[config.mk]
export PLATFORM = sky130hd
export DESIGN_NAME = pong_game_ctrl_flat
export DESIGN_NICKNAME = d
export VERILOG_FILES = /design/src/rtl/pong_game_ctrl_if.sv /design/src/rtl/pong_game_ctrl.sv /design/src/flat_wrapper.sv
export SDC_FILE = /design/constraint.sdc
export NUM_CORES = 1
export LEC_CHECK = 0
export ABC_AREA = 1
export CORE_MARGIN = 2
export CORE_UTILIZATION = 40
export DETAILED_ROUTE_END_ITERATION = 10
export GPL_ROUTABILITY_DRIVEN = 0
export SLEW_MARGIN = 25
export SYNTH_ARGS = -nofsm -noshare
export SYNTH_HDL_FRONTEND = slang
export SYNTH_SLANG_ARGS = --single-unit
export TNS_END_PERCENT = 100
[constraint.sdc]
create_clock -name pixel_clock -period 8.4 [get_ports pixel_clock]
set_input_delay 1.26 -clock pixel_clock [delete_from_list [all_inputs] [get_ports pixel_clock]]
set_output_delay 1.26 -clock pixel_clock [all_outputs]
set_load 0.02 [all_outputs]
[src/rtl/pong_game_ctrl_if.sv]
`default_nettype none
// ============================================================================
// Module   : pong_game_ctrl_if
// Brief    : Sync-counter, button and position/score bundle of the game core.
// Revision : 1.0
// ============================================================================
interface pong_game_ctrl_if;
  logic [10:0] pixel_count0;
  logic [9:0]  line_count0;
  logic        btn_up_l;
  logic        btn_up_r;
  logic        btn_dn_l;
  logic        btn_dn_r;
  logic        btn_serve;
  logic [9:0]  ballx;
  logic [8:0]  bally;
  logic [9:0]  padup;
  logic [9:0]  padwn;
  logic [3:0]  score_up;
  logic [3:0]  score_dn;
  logic [1:0]  game_state;

  modport master (
    output pixel_count0, line_count0,
    output btn_up_l, btn_up_r, btn_dn_l, btn_dn_r, btn_serve,
    input  ballx, bally, padup, padwn, score_up, score_dn, game_state
  );

  modport slave (
    input  pixel_count0, line_count0,
    input  btn_up_l, btn_up_r, btn_dn_l, btn_dn_r, btn_serve,
    output ballx, bally, padup, padwn, score_up, score_dn, game_state
  );
endinterface
`default_nettype wire

[src/rtl/pong_game_ctrl.sv]
`default_nettype none
// ============================================================================
// Module   : pong_game_ctrl
// Brief    : Once-per-frame pong sequencer: ball physics, paddles, scoring.
// Revision : 1.0
// ============================================================================
module pong_game_ctrl #(
  parameter int FIELD_W      = 256,
  parameter int BALL_R       = 10,
  parameter int PAD_LEN      = 48,
  parameter int PAD_Y        = 10,
  parameter int FIELD_H      = 400,
  parameter int PAD_STEP     = 4,
  parameter int BALL_DX      = 2,
  parameter int BALL_DY      = 2,
  parameter int PAUSE_FRAMES = 60,
  parameter int WIN_SCORE    = 7
) (
  input  logic            pixel_clock,
  input  logic            reset,
  pong_game_ctrl_if.slave bus
);
  localparam logic [1:0] c_st_serve = 2'b00;
  localparam logic [1:0] c_st_play  = 2'b01;
  localparam logic [1:0] c_st_point = 2'b10;
  localparam logic [1:0] c_st_over  = 2'b11;

  localparam logic signed [10:0] c_pad_step = 11'(PAD_STEP);
  localparam logic signed [10:0] c_pad_max  = 11'(FIELD_W - PAD_LEN);
  localparam logic signed [10:0] c_pad_len  = 11'(PAD_LEN);
  localparam logic signed [10:0] c_pad_home = 11'((FIELD_W - PAD_LEN) / 2);
  localparam logic signed [10:0] c_dx       = 11'(BALL_DX);
  localparam logic signed [10:0] c_dy       = 11'(BALL_DY);
  localparam logic signed [10:0] c_x_min    = 11'(BALL_R);
  localparam logic signed [10:0] c_x_max    = 11'(FIELD_W - BALL_R);
  localparam logic signed [10:0] c_y_min    = 11'(PAD_Y + BALL_R);
  localparam logic signed [10:0] c_y_max    = 11'(FIELD_H - PAD_Y - BALL_R);
  localparam logic signed [10:0] c_x_home   = 11'(FIELD_W / 2);
  localparam logic signed [10:0] c_y_home   = 11'(FIELD_H / 2);
  localparam logic [6:0]         c_pause_last = 7'(PAUSE_FRAMES - 1);
  localparam logic [3:0]         c_win      = 4'(WIN_SCORE);

  logic [9:0] ballx_q, ballx_d, padup_q, padup_d, padwn_q, padwn_d;
  logic [8:0] bally_q, bally_d;
  logic [3:0] score_up_q, score_up_d, score_dn_q, score_dn_d;
  logic [1:0] state_q, state_d;
  logic [6:0] pause_q, pause_d;
  logic       dir_right_q, dir_right_d, dir_up_q, dir_up_d;
  logic       loser_bot_q, loser_bot_d;

  logic              w_tick, w_hit_dn, w_hit_up, w_pads_live;
  logic signed [10:0] w_bx, w_by, w_nx, w_ny, w_xn;

  // Signed 11-bit step then clamp, so a paddle at an edge can never wrap.
  function automatic logic [9:0] pad_next(input logic [9:0] pad, input logic l, input logic r);
    logic signed [10:0] p;
    p = $signed({1'b0, pad});
    if (l && !r)      p = p - c_pad_step;
    else if (r && !l) p = p + c_pad_step;
    if (p < 11'sd0)         p = 11'sd0;
    else if (p > c_pad_max) p = c_pad_max;
    return p[9:0];
  endfunction

  function automatic logic [3:0] sat_inc(input logic [3:0] s);
    return (s >= c_win) ? c_win : s + 4'd1;
  endfunction

  assign w_tick = (bus.line_count0 == 10'd480) && (bus.pixel_count0 == 11'd0);
  assign w_bx   = $signed({1'b0, ballx_q});
  assign w_by   = $signed({2'b00, bally_q});
  assign w_nx   = dir_right_q ? w_bx + c_dx : w_bx - c_dx;
  assign w_ny   = dir_up_q    ? w_by + c_dy : w_by - c_dy;
  assign w_xn   = (w_nx <= c_x_min) ? c_x_min : (w_nx >= c_x_max) ? c_x_max : w_nx;

  // Paddle hit windows use the post-x-step ball position, both edges inclusive.
  assign w_hit_dn = (w_xn >= $signed({1'b0, padwn_q})) &&
                    (w_xn <= $signed({1'b0, padwn_q}) + c_pad_len);
  assign w_hit_up = (w_xn >= $signed({1'b0, padup_q})) &&
                    (w_xn <= $signed({1'b0, padup_q}) + c_pad_len);
  assign w_pads_live = (state_q == c_st_serve) || (state_q == c_st_play);

  always_comb begin
    ballx_d     = ballx_q;
    bally_d     = bally_q;
    padup_d     = padup_q;
    padwn_d     = padwn_q;
    score_up_d  = score_up_q;
    score_dn_d  = score_dn_q;
    state_d     = state_q;
    pause_d     = pause_q;
    dir_right_d = dir_right_q;
    dir_up_d    = dir_up_q;
    loser_bot_d = loser_bot_q;
    if (w_tick) begin
      case (state_q)
        c_st_serve: begin
          if (bus.btn_serve) begin
            state_d     = c_st_play;
            dir_right_d = 1'b1;
            dir_up_d    = !loser_bot_q;
          end
        end
        c_st_play: begin
          ballx_d = w_xn[9:0];
          if (w_nx <= c_x_min)      dir_right_d = 1'b1;
          else if (w_nx >= c_x_max) dir_right_d = 1'b0;
          if (!dir_up_q && (w_ny <= c_y_min)) begin
            bally_d = c_y_min[8:0];
            if (w_hit_dn) begin
              dir_up_d = 1'b1;
            end else begin
              score_up_d  = sat_inc(score_up_q);
              loser_bot_d = 1'b1;
              state_d     = c_st_point;
            end
          end else if (dir_up_q && (w_ny >= c_y_max)) begin
            bally_d = c_y_max[8:0];
            if (w_hit_up) begin
              dir_up_d = 1'b0;
            end else begin
              score_dn_d  = sat_inc(score_dn_q);
              loser_bot_d = 1'b0;
              state_d     = c_st_point;
            end
          end else begin
            bally_d = w_ny[8:0];
          end
        end
        c_st_point: begin
          if (pause_q == c_pause_last) begin
            pause_d = 7'd0;
            ballx_d = c_x_home[9:0];
            bally_d = c_y_home[8:0];
            state_d = ((score_up_q == c_win) || (score_dn_q == c_win)) ? c_st_over : c_st_serve;
          end else begin
            pause_d = pause_q + 7'd1;
          end
        end
        default: begin
          if (bus.btn_serve) begin
            score_up_d = 4'd0;
            score_dn_d = 4'd0;
            ballx_d    = c_x_home[9:0];
            bally_d    = c_y_home[8:0];
            padup_d    = c_pad_home[9:0];
            padwn_d    = c_pad_home[9:0];
            state_d    = c_st_serve;
          end
        end
      endcase
      if (w_pads_live) begin
        padup_d = pad_next(padup_q, bus.btn_up_l, bus.btn_up_r);
        padwn_d = pad_next(padwn_q, bus.btn_dn_l, bus.btn_dn_r);
      end
    end
  end

  always_ff @(posedge pixel_clock) begin
    if (reset) begin
      ballx_q     <= c_x_home[9:0];
      bally_q     <= c_y_home[8:0];
      padup_q     <= c_pad_home[9:0];
      padwn_q     <= c_pad_home[9:0];
      score_up_q  <= 4'd0;
      score_dn_q  <= 4'd0;
      state_q     <= c_st_serve;
      pause_q     <= 7'd0;
      dir_right_q <= 1'b1;
      dir_up_q    <= 1'b0;
      loser_bot_q <= 1'b1;
    end else begin
      ballx_q     <= ballx_d;
      bally_q     <= bally_d;
      padup_q     <= padup_d;
      padwn_q     <= padwn_d;
      score_up_q  <= score_up_d;
      score_dn_q  <= score_dn_d;
      state_q     <= state_d;
      pause_q     <= pause_d;
      dir_right_q <= dir_right_d;
      dir_up_q    <= dir_up_d;
      loser_bot_q <= loser_bot_d;
    end
  end

  assign bus.ballx      = ballx_q;
  assign bus.bally      = bally_q;
  assign bus.padup      = padup_q;
  assign bus.padwn      = padwn_q;
  assign bus.score_up   = score_up_q;
  assign bus.score_dn   = score_dn_q;
  assign bus.game_state = state_q;
endmodule
`default_nettype wire

[src/flat_wrapper.sv]
// flat-port wrapper written by rule: the top's interface ports become plain ports
module pong_game_ctrl_flat 
#(
  parameter int FIELD_W      = 256,
  parameter int BALL_R       = 10,
  parameter int PAD_LEN      = 48,
  parameter int PAD_Y        = 10,
  parameter int FIELD_H      = 400,
  parameter int PAD_STEP     = 4,
  parameter int BALL_DX      = 2,
  parameter int BALL_DY      = 2,
  parameter int PAUSE_FRAMES = 60,
  parameter int WIN_SCORE    = 7
)
  (pixel_clock, reset, bus_pixel_count0, bus_line_count0, bus_btn_up_l, bus_btn_up_r, bus_btn_dn_l, bus_btn_dn_r, bus_btn_serve, bus_ballx, bus_bally, bus_padup, bus_padwn, bus_score_up, bus_score_dn, bus_game_state);
  pong_game_ctrl_if bus_i ();
  input  logic pixel_clock;
  input  logic reset;
  input wire logic [$bits(bus_i.pixel_count0)-1:0] bus_pixel_count0;
  input wire logic [$bits(bus_i.line_count0)-1:0] bus_line_count0;
  input wire logic [$bits(bus_i.btn_up_l)-1:0] bus_btn_up_l;
  input wire logic [$bits(bus_i.btn_up_r)-1:0] bus_btn_up_r;
  input wire logic [$bits(bus_i.btn_dn_l)-1:0] bus_btn_dn_l;
  input wire logic [$bits(bus_i.btn_dn_r)-1:0] bus_btn_dn_r;
  input wire logic [$bits(bus_i.btn_serve)-1:0] bus_btn_serve;
  output wire logic [$bits(bus_i.ballx)-1:0] bus_ballx;
  output wire logic [$bits(bus_i.bally)-1:0] bus_bally;
  output wire logic [$bits(bus_i.padup)-1:0] bus_padup;
  output wire logic [$bits(bus_i.padwn)-1:0] bus_padwn;
  output wire logic [$bits(bus_i.score_up)-1:0] bus_score_up;
  output wire logic [$bits(bus_i.score_dn)-1:0] bus_score_dn;
  output wire logic [$bits(bus_i.game_state)-1:0] bus_game_state;
  assign bus_i.pixel_count0 = bus_pixel_count0;
  assign bus_i.line_count0 = bus_line_count0;
  assign bus_i.btn_up_l = bus_btn_up_l;
  assign bus_i.btn_up_r = bus_btn_up_r;
  assign bus_i.btn_dn_l = bus_btn_dn_l;
  assign bus_i.btn_dn_r = bus_btn_dn_r;
  assign bus_i.btn_serve = bus_btn_serve;
  assign bus_ballx = bus_i.ballx;
  assign bus_bally = bus_i.bally;
  assign bus_padup = bus_i.padup;
  assign bus_padwn = bus_i.padwn;
  assign bus_score_up = bus_i.score_up;
  assign bus_score_dn = bus_i.score_dn;
  assign bus_game_state = bus_i.game_state;
  pong_game_ctrl #(.FIELD_W(FIELD_W), .BALL_R(BALL_R), .PAD_LEN(PAD_LEN), .PAD_Y(PAD_Y), .FIELD_H(FIELD_H), .PAD_STEP(PAD_STEP), .BALL_DX(BALL_DX), .BALL_DY(BALL_DY), .PAUSE_FRAMES(PAUSE_FRAMES), .WIN_SCORE(WIN_SCORE)) u_core (.pixel_clock(pixel_clock), .reset(reset), .bus(bus_i));
endmodule
* Yosys cells after proc, flatten, opt, wreduce, memory -nomap -nowiden
Cells that the tools add are included.
** Operators by class
- Divide/modulo/power cells :: 0
- Mux-type cells :: 62
- Add/sub/neg operators :: 13
- $mul :: 0
- Order comparisons :: 14
- Reduce and logical (&&, ||, !) cells :: 35
- Shift-type cells :: 0
- Eq/ne operators :: 22
- Bitwise operators :: 2
** Operators by type and width (count)
- $mux W11 :: 12
- $mux W10 :: 10
- $mux W9 :: 4
- $mux W4 :: 8
- $pmux W10 S3 :: 1
- $pmux W9 S3 :: 1
- $add A10 B3 Y11 const B :: 2
- $add A10 B6 Y11 const B :: 2
- $ge A11 B11 Y1 :: 2
- $gt A11 B9 Y1 const B :: 2
- $le A11 B11 Y1 :: 2
- $lt A11 B1 Y1 const B :: 2
- $sub A10 B3 Y11 const B :: 2
- $mux W2 :: 8
- $ne A2 B2 Y1 const B :: 8
- $pmux W4 S2 :: 2
- $mux W1 :: 12
- $reduce_and A6 Y1 :: 2
- $add A10 B2 Y11 const B :: 1
- $ge A11 B10 Y1 const B :: 1
- $ge A11 B9 Y1 const B :: 1
- $le A11 B5 Y1 const B :: 1
- $le A11 B6 Y1 const B :: 1
- $logic_not A11 Y1 :: 1
- other kinds (31) :: 60
** Word-level totals
- RAM bits :: 0
- Bits in latches :: 0
- ROM bits :: 0
- Input port bits :: 28
- Bits in registers :: 59
- Memories :: 0
- Logic and storage cells :: 159

* Longest topological paths before layout
Gate-level depths: netlist of run 1.
- Depth in word-level cells :: 11
- Mapped depth :: 37

* Least setup slack after synthesis of run 1
Ideal clock, no wire load.
- Kind :: register to register
- Start :: register u_core.dir_right_q
- End :: register u_core.score_up_q[3], in the netlist u_core.bus.score_up[3]
- Path buffers :: 1
- Arrival time :: 3.569 ns
- Period minus slack after synthesis :: 3.682 ns
- Stages on the path, launching flop included :: 34
- Setup slack :: 4.718 ns
- Setup time :: 0.114 ns
- Cells stage by stage :: dfxtp_1 inv_1 ha_1 buf_6 nand2_1 nand2_1 nand2_1 nand2_1 nand2_1 nand4_1 nand2_4 nand3_2 inv_2 nand2_1 nand2_2 inv_1 o21ai_0 inv_1 ha_1 inv_1 nand2_1 o21bai_1 a21boi_0 o21ai_0 a21oi_1 a21oi_1 nor2_1 nand2_2 nand2_4 nand2_4 nand2_4 nand2_4 o21ai_1 nor2_2
** On the way
- Cells in the longest elaborated chain, start to end :: 8
- Elaborated cells on any way between the ends :: 10
- Classes of those cells :: 4 x order compare; 1 x eq/ne; 3 x mux; 2 x reduce/logical
** RTL lines
- from (decl) :: RTL line pong_game_ctrl.sv:48 : logic dir_right_q, dir_right_d, dir_up_q, dir_up_d;
- from (signal assigned) :: RTL line pong_game_ctrl.sv:181 : dir_right_q <= dir_right_d;
- $mux W11 (*) :: RTL line pong_game_ctrl.sv:72 : assign w_nx = dir_right_q ? w_bx + c_dx : w_bx - c_dx;
- $ge A11 B9 Y1 :: RTL line pong_game_ctrl.sv:74 : assign w_xn = (w_nx <= c_x_min) ? c_x_min : (w_nx >= c_x_max) ? c_x_max : w_nx;
- $mux W11 :: RTL line pong_game_ctrl.sv:74
- $mux W11 (*) :: RTL line pong_game_ctrl.sv:74
- $ge A11 B11 Y1 or $le A11 B11 Y1 (tied branches) :: RTL line pong_game_ctrl.sv:77, pong_game_ctrl.sv:78
- $logic_and A1 B1 Y1 (*) :: RTL line pong_game_ctrl.sv:77 : assign w_hit_dn = (w_xn >= $signed({1'b0, padwn_q})) &&
- $ne A2 B2 Y1 (no line) (*)
- $reduce_and A5 Y1 (no line) (*)
- to (signal assigned) :: RTL line pong_game_ctrl.sv:177 : score_up_q <= score_up_d;
- to (decl) :: RTL line pong_game_ctrl.sv:45 : logic [3:0] score_up_q, score_up_d, score_dn_q, score_dn_d;
Mark *: on every way between the ends. The rest lies on a longest branch, timed or not.
A chain may end at the register's enable or synchronous reset.

* Worst setup path after layout of run 1
- Start :: register u_core.dir_right_q
- End :: register u_core.score_dn_q[3], in the netlist u_core.bus.score_dn[3]
** On the way
- Cells in the longest elaborated chain, start to end :: 8
- Elaborated cells on any way between the ends :: 10
- Classes of those cells :: 4 x order compare; 1 x eq/ne; 3 x mux; 2 x reduce/logical
** RTL lines
- $mux W11 (*) :: RTL line pong_game_ctrl.sv:72
- $ge A11 B9 Y1 :: RTL line pong_game_ctrl.sv:74
- $mux W11 :: RTL line pong_game_ctrl.sv:74
- $mux W11 (*) :: RTL line pong_game_ctrl.sv:74
- $ge A11 B11 Y1 or $le A11 B11 Y1 (tied branches) :: RTL line pong_game_ctrl.sv:79, pong_game_ctrl.sv:80
- $logic_and A1 B1 Y1 (*) :: RTL line pong_game_ctrl.sv:79 : assign w_hit_up = (w_xn >= $signed({1'b0, padup_q})) &&
- $ne A2 B2 Y1 (no line) (*)
- $reduce_and A6 Y1 (no line) (*)
- to (signal assigned) :: RTL line pong_game_ctrl.sv:178 : score_dn_q <= score_dn_d;
- to (decl) :: RTL line pong_game_ctrl.sv:45
Marked as above.

==> flow_summary.ini, run 1 <==
[timing]
timing.slew.headroom_pct = 37.6
maxSlewViolCount = 0
rsz0062_at_grt = false
maxClockFrequency_mhz = 220
finalHoldViolations = 0
post-route-period-util_pct = 54.0
fin_hold_ws_ps = 466
timing.setup.tns_ps = 0
final.setup_skew_ps = 9.25
worstMarginPinSlew_ps = 933
final-setup-viol-count = 0
period_needed_ps = 4540

[global_route]
global_route_wire_length_before_repair_um = 22800
grt_antenna_before_repair = 0
gr-total-overflow = 0
first_global_vias = 4978
grt_use_total_pct = 19.5
grt_busiest_layer = met2
global_route.usage.met2_pct = 33.1
grt_max_degree = 30
global_route.usage.met1_pct = 25.5
grt.met3_usage_pct = 3.81

[synth]
synth.yosys.warnings = 0
synth_top_cells_by_area = sky130_fd_sc_hd__dfxtp_1, sky130_fd_sc_hd__nand2_1, sky130_fd_sc_hd__ha_1, sky130_fd_sc_hd__inv_1, sky130_fd_sc_hd__nor2_1
synth_mux_area_share_pct = 0.192
distinct_cell_type_count_after_synthesis = 54
synth.ff_latch_count = 54
yosys.area_share.xor_xnor_pct = 4.51
mappedNetlistArea_mm2 = 0.00522
netlist_instances = 804
synth-edff-count = 0
synthDominantAreaCellType = sky130_fd_sc_hd__dfxtp_1
synthDominantCellAreaShare_pct = 20.7
yosysSeqAreaShare_pct = 20.7
synth.avg_cell_area_um2 = 6.49
synth_adder_area_share_pct = 12.1
synth_async_sr_flop_share_pct = 0
synth_top_family_by_area = simple AND/OR/NAND/NOR gates
synth_top_flop_cell = sky130_fd_sc_hd__dfxtp_1
share_of_the_synthesized_area_in_compound_gates_ao_oa_aoi_oai_pct = 13.9
post_synth_and_or_nand_nor_area_fraction_pct = 37.0

[worst_setup_path]
timing.critical_path.slowest_stage_cell = sky130_fd_sc_hd__ha_1
worst_setup_path_start_kind = flip-flop
worstPathArrival_ps = 4790
timing.reg2reg.worst_path_depth = 31
worst-setup-path-type = flip-flop to flip-flop
cp_num_cells = 31
cp-end-kind = flip-flop
cpLargestDelayFamily = simple AND/OR/NAND/NOR gates
worstPathBufferInverterCount = 2
critical_path.max_stage_delay_ps = 400
worstPathMaxFanout = 12
required_ps = 8650
cpMostUsedCell = sky130_fd_sc_hd__nand2_1

[layout]
post_layout_nonfiller_instances = 1046
most-common-layout-cells = sky130_fd_sc_hd__nand2_1, sky130_fd_sc_hd__inv_1, sky130_fd_sc_hd__nor2_1, sky130_fd_sc_hd__clkdlybuf4s50_1, sky130_fd_sc_hd__dfxtp_1
post-route-cell-area_mm2 = 0.00624
fin_nets = 952
layout.cells.most_common = sky130_fd_sc_hd__nand2_1
antenna-diode-count = 0
area_growth_syn_to_layout_pct = 19.5
share_of_layout_cells_above_drive_strength_1_pct = 7.32

[placement]
placed_cells_incl_taps = 1039
port_buffers = 71
post_dp_cell_area_mm2 = 0.00607
dp_hpwl_um = 10700

[clocking]
post_cts_hold_buffer_count = 0
cts_setup_buffers = 0
worst_skew_pair.late_latency_ps = 310
cts_num_sinks = 54
clock_tree.buffer_depth = 2
cts-buffers-inserted = 5
post_cts_resized = 0
clock_tree_from_tritoncts = built
clk_pin_slew_worst_paths_ps = 70
cts_max_level = 2
root_buffer = sky130_fd_sc_hd__clkbuf_16

[worst_hold_path]
worst_hold_path.num_cells = 2
class_of_the_most_critical_hold_timing_path = flip-flop to flip-flop

[pwr]
leakagePower_nw = 3.00
vdd_drop_max_v = 0.000103
power_density_mw_per_mm2 = 85.9
fin_total_pwr_mw = 0.536

[die]
chipWidth_um = 118
initial_core_utilization_pct = 41.2
design.die.area_mm2 = 0.0140
core-area_mm2 = 0.0127
dieHeight_um = 118
placement_rows = 41
ios = 77

[drt]
dr.first_iter.drc_count = 339
route.detailed.wl_per_inst_um = 13.0
post_detailed_route_drc_marker_count = 0
ant_nets = 0
drt-pass1-iter-count = 5
vias_per_cell = 5.07
num_vias = 5300
drt_total_wl_um = 13600

[run]
drv_cap = 0

[status]
run_status = complete, no violations
[area by class of cell]
cell class | count | area, um^2
clock buffer | 5 | 125
clock inverter | 2 | 38.8
fill | 1341 | 6430
inverter | 128 | 480
multi-input combinational | 613 | 3580
sequential | 54 | 1080
tap | 172 | 215
timing repair buffer | 72 | 718
[cell usage after synthesis (9+ instances only)]
cell type                 count
sky130_fd_sc_hd__nand3_1     51
sky130_fd_sc_hd__o21ai_0     31
sky130_fd_sc_hd__nand2_2     10
sky130_fd_sc_hd__o22ai_1      9
sky130_fd_sc_hd__nor2_1      84
sky130_fd_sc_hd__ha_1        49
sky130_fd_sc_hd__nand4_1     13
sky130_fd_sc_hd__nor3_1      22
sky130_fd_sc_hd__inv_1      119
sky130_fd_sc_hd__nand3_2      9
sky130_fd_sc_hd__nand2_1    169
sky130_fd_sc_hd__a21oi_1     47
sky130_fd_sc_hd__xor2_1      24
sky130_fd_sc_hd__dfxtp_1     54
[worst min-delay path: stages, from the launching register on]
cell and delay, ps:
sky130_fd_sc_hd__dfxtp_1 330, sky130_fd_sc_hd__nand2_1 70, sky130_fd_sc_hd__nor2_1 30
[layer usage]
layer | wire (um) | part of all wire [%]
met4 | 90 | 0.66
met3 | 716 | 5.3
met5 | 0 | 0
met2 | 6240 | 46
met1 | 6520 | 48
[path summary, 6_finish.rpt]
path | endpoint | slack, ps | startpoint
max | u_core.bus.score_dn[3] | 3860 | u_core.dir_right_q
min | u_core.bus.ballx[8] | 470 | u_core.bus.ballx[8]
max reg2reg | u_core.bus.score_dn[3] | 3860 | u_core.dir_right_q
min reg2reg | u_core.bus.ballx[8] | 470 | u_core.bus.ballx[8]
[flip-flops by register name, indices dropped and copies added (netlist names)]
register and cells:
u_core.bus.ballx 10, u_core.bus.bally 8, u_core.bus.padup 8, u_core.bus.padwn 8, u_core.pause_q 7, u_core.bus.score_dn 4, u_core.bus.score_up 4, u_core.bus.game_state 2
u_core.dir_right_q 1, u_core.dir_up_q 1, u_core.loser_bot_q 1
[logic make-up after synthesis]
group	count (synthesis)
DFF	54
AOI/OAI and AO/OA	123
muxes	1
adders and majority gates	50
buffers and inverters	147
and+or+nand+nor	402
other	1
xor gates and xnor gates	26
[power by group]
group | internal [mW] | total [mW] | switching [mW]
Clock | 0.140 | 0.239 | 0.0997
Sequential | 0.256 | 0.256 | 0.0000000177
Combinational | 0.0183 | 0.0408 | 0.0225
Total | 0.414 | 0.536 | 0.122
[metrics by stage]
step | util (%) | worst slack, ps
2_1_floorplan | - | 4720
3_3_place_gp | 47.9 | 3960
3_5_place_dp | 47.9 | 3920
4_1_cts | 49.2 | 3880
5_1_grt | 49.2 | 3370
6_report | 49.2 | 3860
(Power assumes the default switching activity.)
==> run 2: changes to the inputs <==
==> constraint.sdc (replaced) <==
create_clock -name pixel_clock -period 4.1 [get_ports pixel_clock]
set_input_delay 0.615 -clock pixel_clock [delete_from_list [all_inputs] [get_ports pixel_clock]]
set_output_delay 0.615 -clock pixel_clock [all_outputs]
set_load 0.02 [all_outputs]
==> run 2 against run 1 <==
Against the previous run:
- design area up 8.7%
- wire length up 6.4%
- setup slack worse by 3700 ps
- critical path depth down 2
- critical path type unchanged
- largest power group unchanged
==> flow_summary.ini, run 2 (synthesized netlist as in run 1, its figures left out) <==
[status]
run_status = complete, no violations

[worst_setup_path]
timing.reg2reg.worst_path_depth = 29
rrSetupSlack_ps = 110
crit_path_from = u_core.dir_right_q
timing.critical_path.slowest_stage_cell = sky130_fd_sc_hd__fa_2
worstReg2RegStart = u_core.dir_right_q
cp-end-kind = flip-flop
worst-setup-path-type = flip-flop to flip-flop
worstPathMaxFanout = 6
worst_setup_path_start_kind = flip-flop
required_ps = 4350
crit-reg2reg-capture = u_core.bus.score_dn[3]
critical_path.max_stage_delay_ps = 600
endpoint = u_core.bus.score_dn[3]
worstPathArrival_ps = 4230
cpMostUsedCell = sky130_fd_sc_hd__nand2_2

[worst_hold_path]
class_of_the_most_critical_hold_timing_path = flip-flop to flip-flop
holdCritStartpoint = u_core.loser_bot_q
worst_hold_path.num_cells = 2

[drt]
drt_total_wl_um = 14400
post_detailed_route_drc_marker_count = 0
dr.first_iter.drc_count = 367
route.detailed.wl_per_inst_um = 13.5
num_vias = 5489
vias_per_cell = 5.12
ant_nets = 0
drt-pass1-iter-count = 5

[timing]
post-route-period-util_pct = 97.3
timing.slew.headroom_pct = 41.2
maxSlewViolCount = 0
worstMarginPinSlew_ps = 879
timing.setup.tns_ps = 0
final.setup_skew_ps = 7.83
rsz0062_at_grt = true
final-setup-viol-count = 0
period_needed_ps = 3990
maxClockFrequency_mhz = 251
finalHoldViolations = 0

[placement]
dp_hpwl_um = 11000
post_dp_cell_area_mm2 = 0.00621
port_buffers = 71

[global_route]
grt_antenna_before_repair = 0
grt_max_degree = 30
grt_use_total_pct = 20.4
global_route_wire_length_before_repair_um = 24000
gr-total-overflow = 0
first_global_vias = 5281

[clocking]
clock_tree.buffer_depth = 2
clock_tree_from_tritoncts = built
worst_skew_pair.late_latency_ps = 310
cts_max_level = 2
cts-buffers-inserted = 5
clk_pin_slew_worst_paths_ps = 70
cts_num_sinks = 54
post_cts_hold_buffer_count = 0
root_buffer = sky130_fd_sc_hd__clkbuf_16

[layout]
largest_register_ffs = 10
most-common-layout-cells = sky130_fd_sc_hd__nand2_1, sky130_fd_sc_hd__inv_1, sky130_fd_sc_hd__nor2_1, sky130_fd_sc_hd__clkdlybuf4s50_1, sky130_fd_sc_hd__dfxtp_1
area_growth_syn_to_layout_pct = 29.8
antenna-diode-count = 0
post-route-cell-area_mm2 = 0.00678
share_of_layout_cells_above_drive_strength_1_pct = 15.8
layout.cells.most_common = sky130_fd_sc_hd__nand2_1
fin_nets = 977

[die]
ios = 77
core-area_mm2 = 0.0127
initial_core_utilization_pct = 41.2
dieHeight_um = 118
placement_rows = 41
design.die.area_mm2 = 0.0140
chipWidth_um = 118

[pwr]
power_density_mw_per_mm2 = 156
leakagePower_nw = 3.12
vdd_drop_max_v = 0.000139

[run]
drv_cap = 0
## run 2: per-layer routing
layer	track usage, %	wire (um)
met5	0	0
met4	5.72	223
met3	3.52	526
met2	35.0	6980
met1	26.2	6700
## run 2: through the flow
| step | instances | hold slack, ps | worst slack, ps | utilization [%] | total power [mW] |
|---|---|---|---|---|---|
| after floorplan | 814 | 429 | 418 | - | 0.584 |
| after detailed placement | 1057 | 460 | -166 | 49.0 | 0.621 |
| after global placement | 1057 | 449 | 45.4 | 49.0 | 0.619 |
| final | 1072 | 474 | 111 | 53.5 | 1.06 |
| after CTS | 1068 | 479 | 5.65 | 51.2 | 1.07 |
| after global routing | 1072 | 514 | -198 | 53.5 | 1.11 |
## run 2: timing repair
item	4_1_cts	5_1_grt
setup buffers	3	4
endpoints found under the hold margin	0	0
pin swaps	0	32
endpoints found under the setup margin	12	12
gates resized for setup	19	58
## run 2: power breakdown
part	internal (mW)	total [mW]	switching [mW]
logic	0.0404	0.0885	0.0481
clock network	0.243	0.448	0.205
registers	0.523	0.523	0.0000000369
## run 2: worst max-delay path: cells and delay by family (launching register included)
family,cells,cell delay (ps)
adders and majority gates,2,810
DFF,1,360
buffers and inverters,5,530
and+or+nand+nor,16,1540
AOI/OAI and AO/OA,6,680
## run 2: cell type report
class | instances | area, um^2
fill | 1298 | 5890
inverter | 128 | 487
multi-input combinational | 613 | 3930
timing repair buffer | 97 | 913
clock inverter | 2 | 12.5
sequential | 54 | 1080
tap | 172 | 215
clock buffer | 6 | 139
## run 2: worst min path at each step
stage	to	slack (ps)
6_report	u_core.loser_bot_q	470
3_3_place_gp	u_core.loser_bot_q	450
4_1_cts	u_core.loser_bot_q	480
2_1_floorplan	u_core.loser_bot_q	430
5_1_grt	u_core.loser_bot_q	510
3_5_place_dp	u_core.loser_bot_q	460
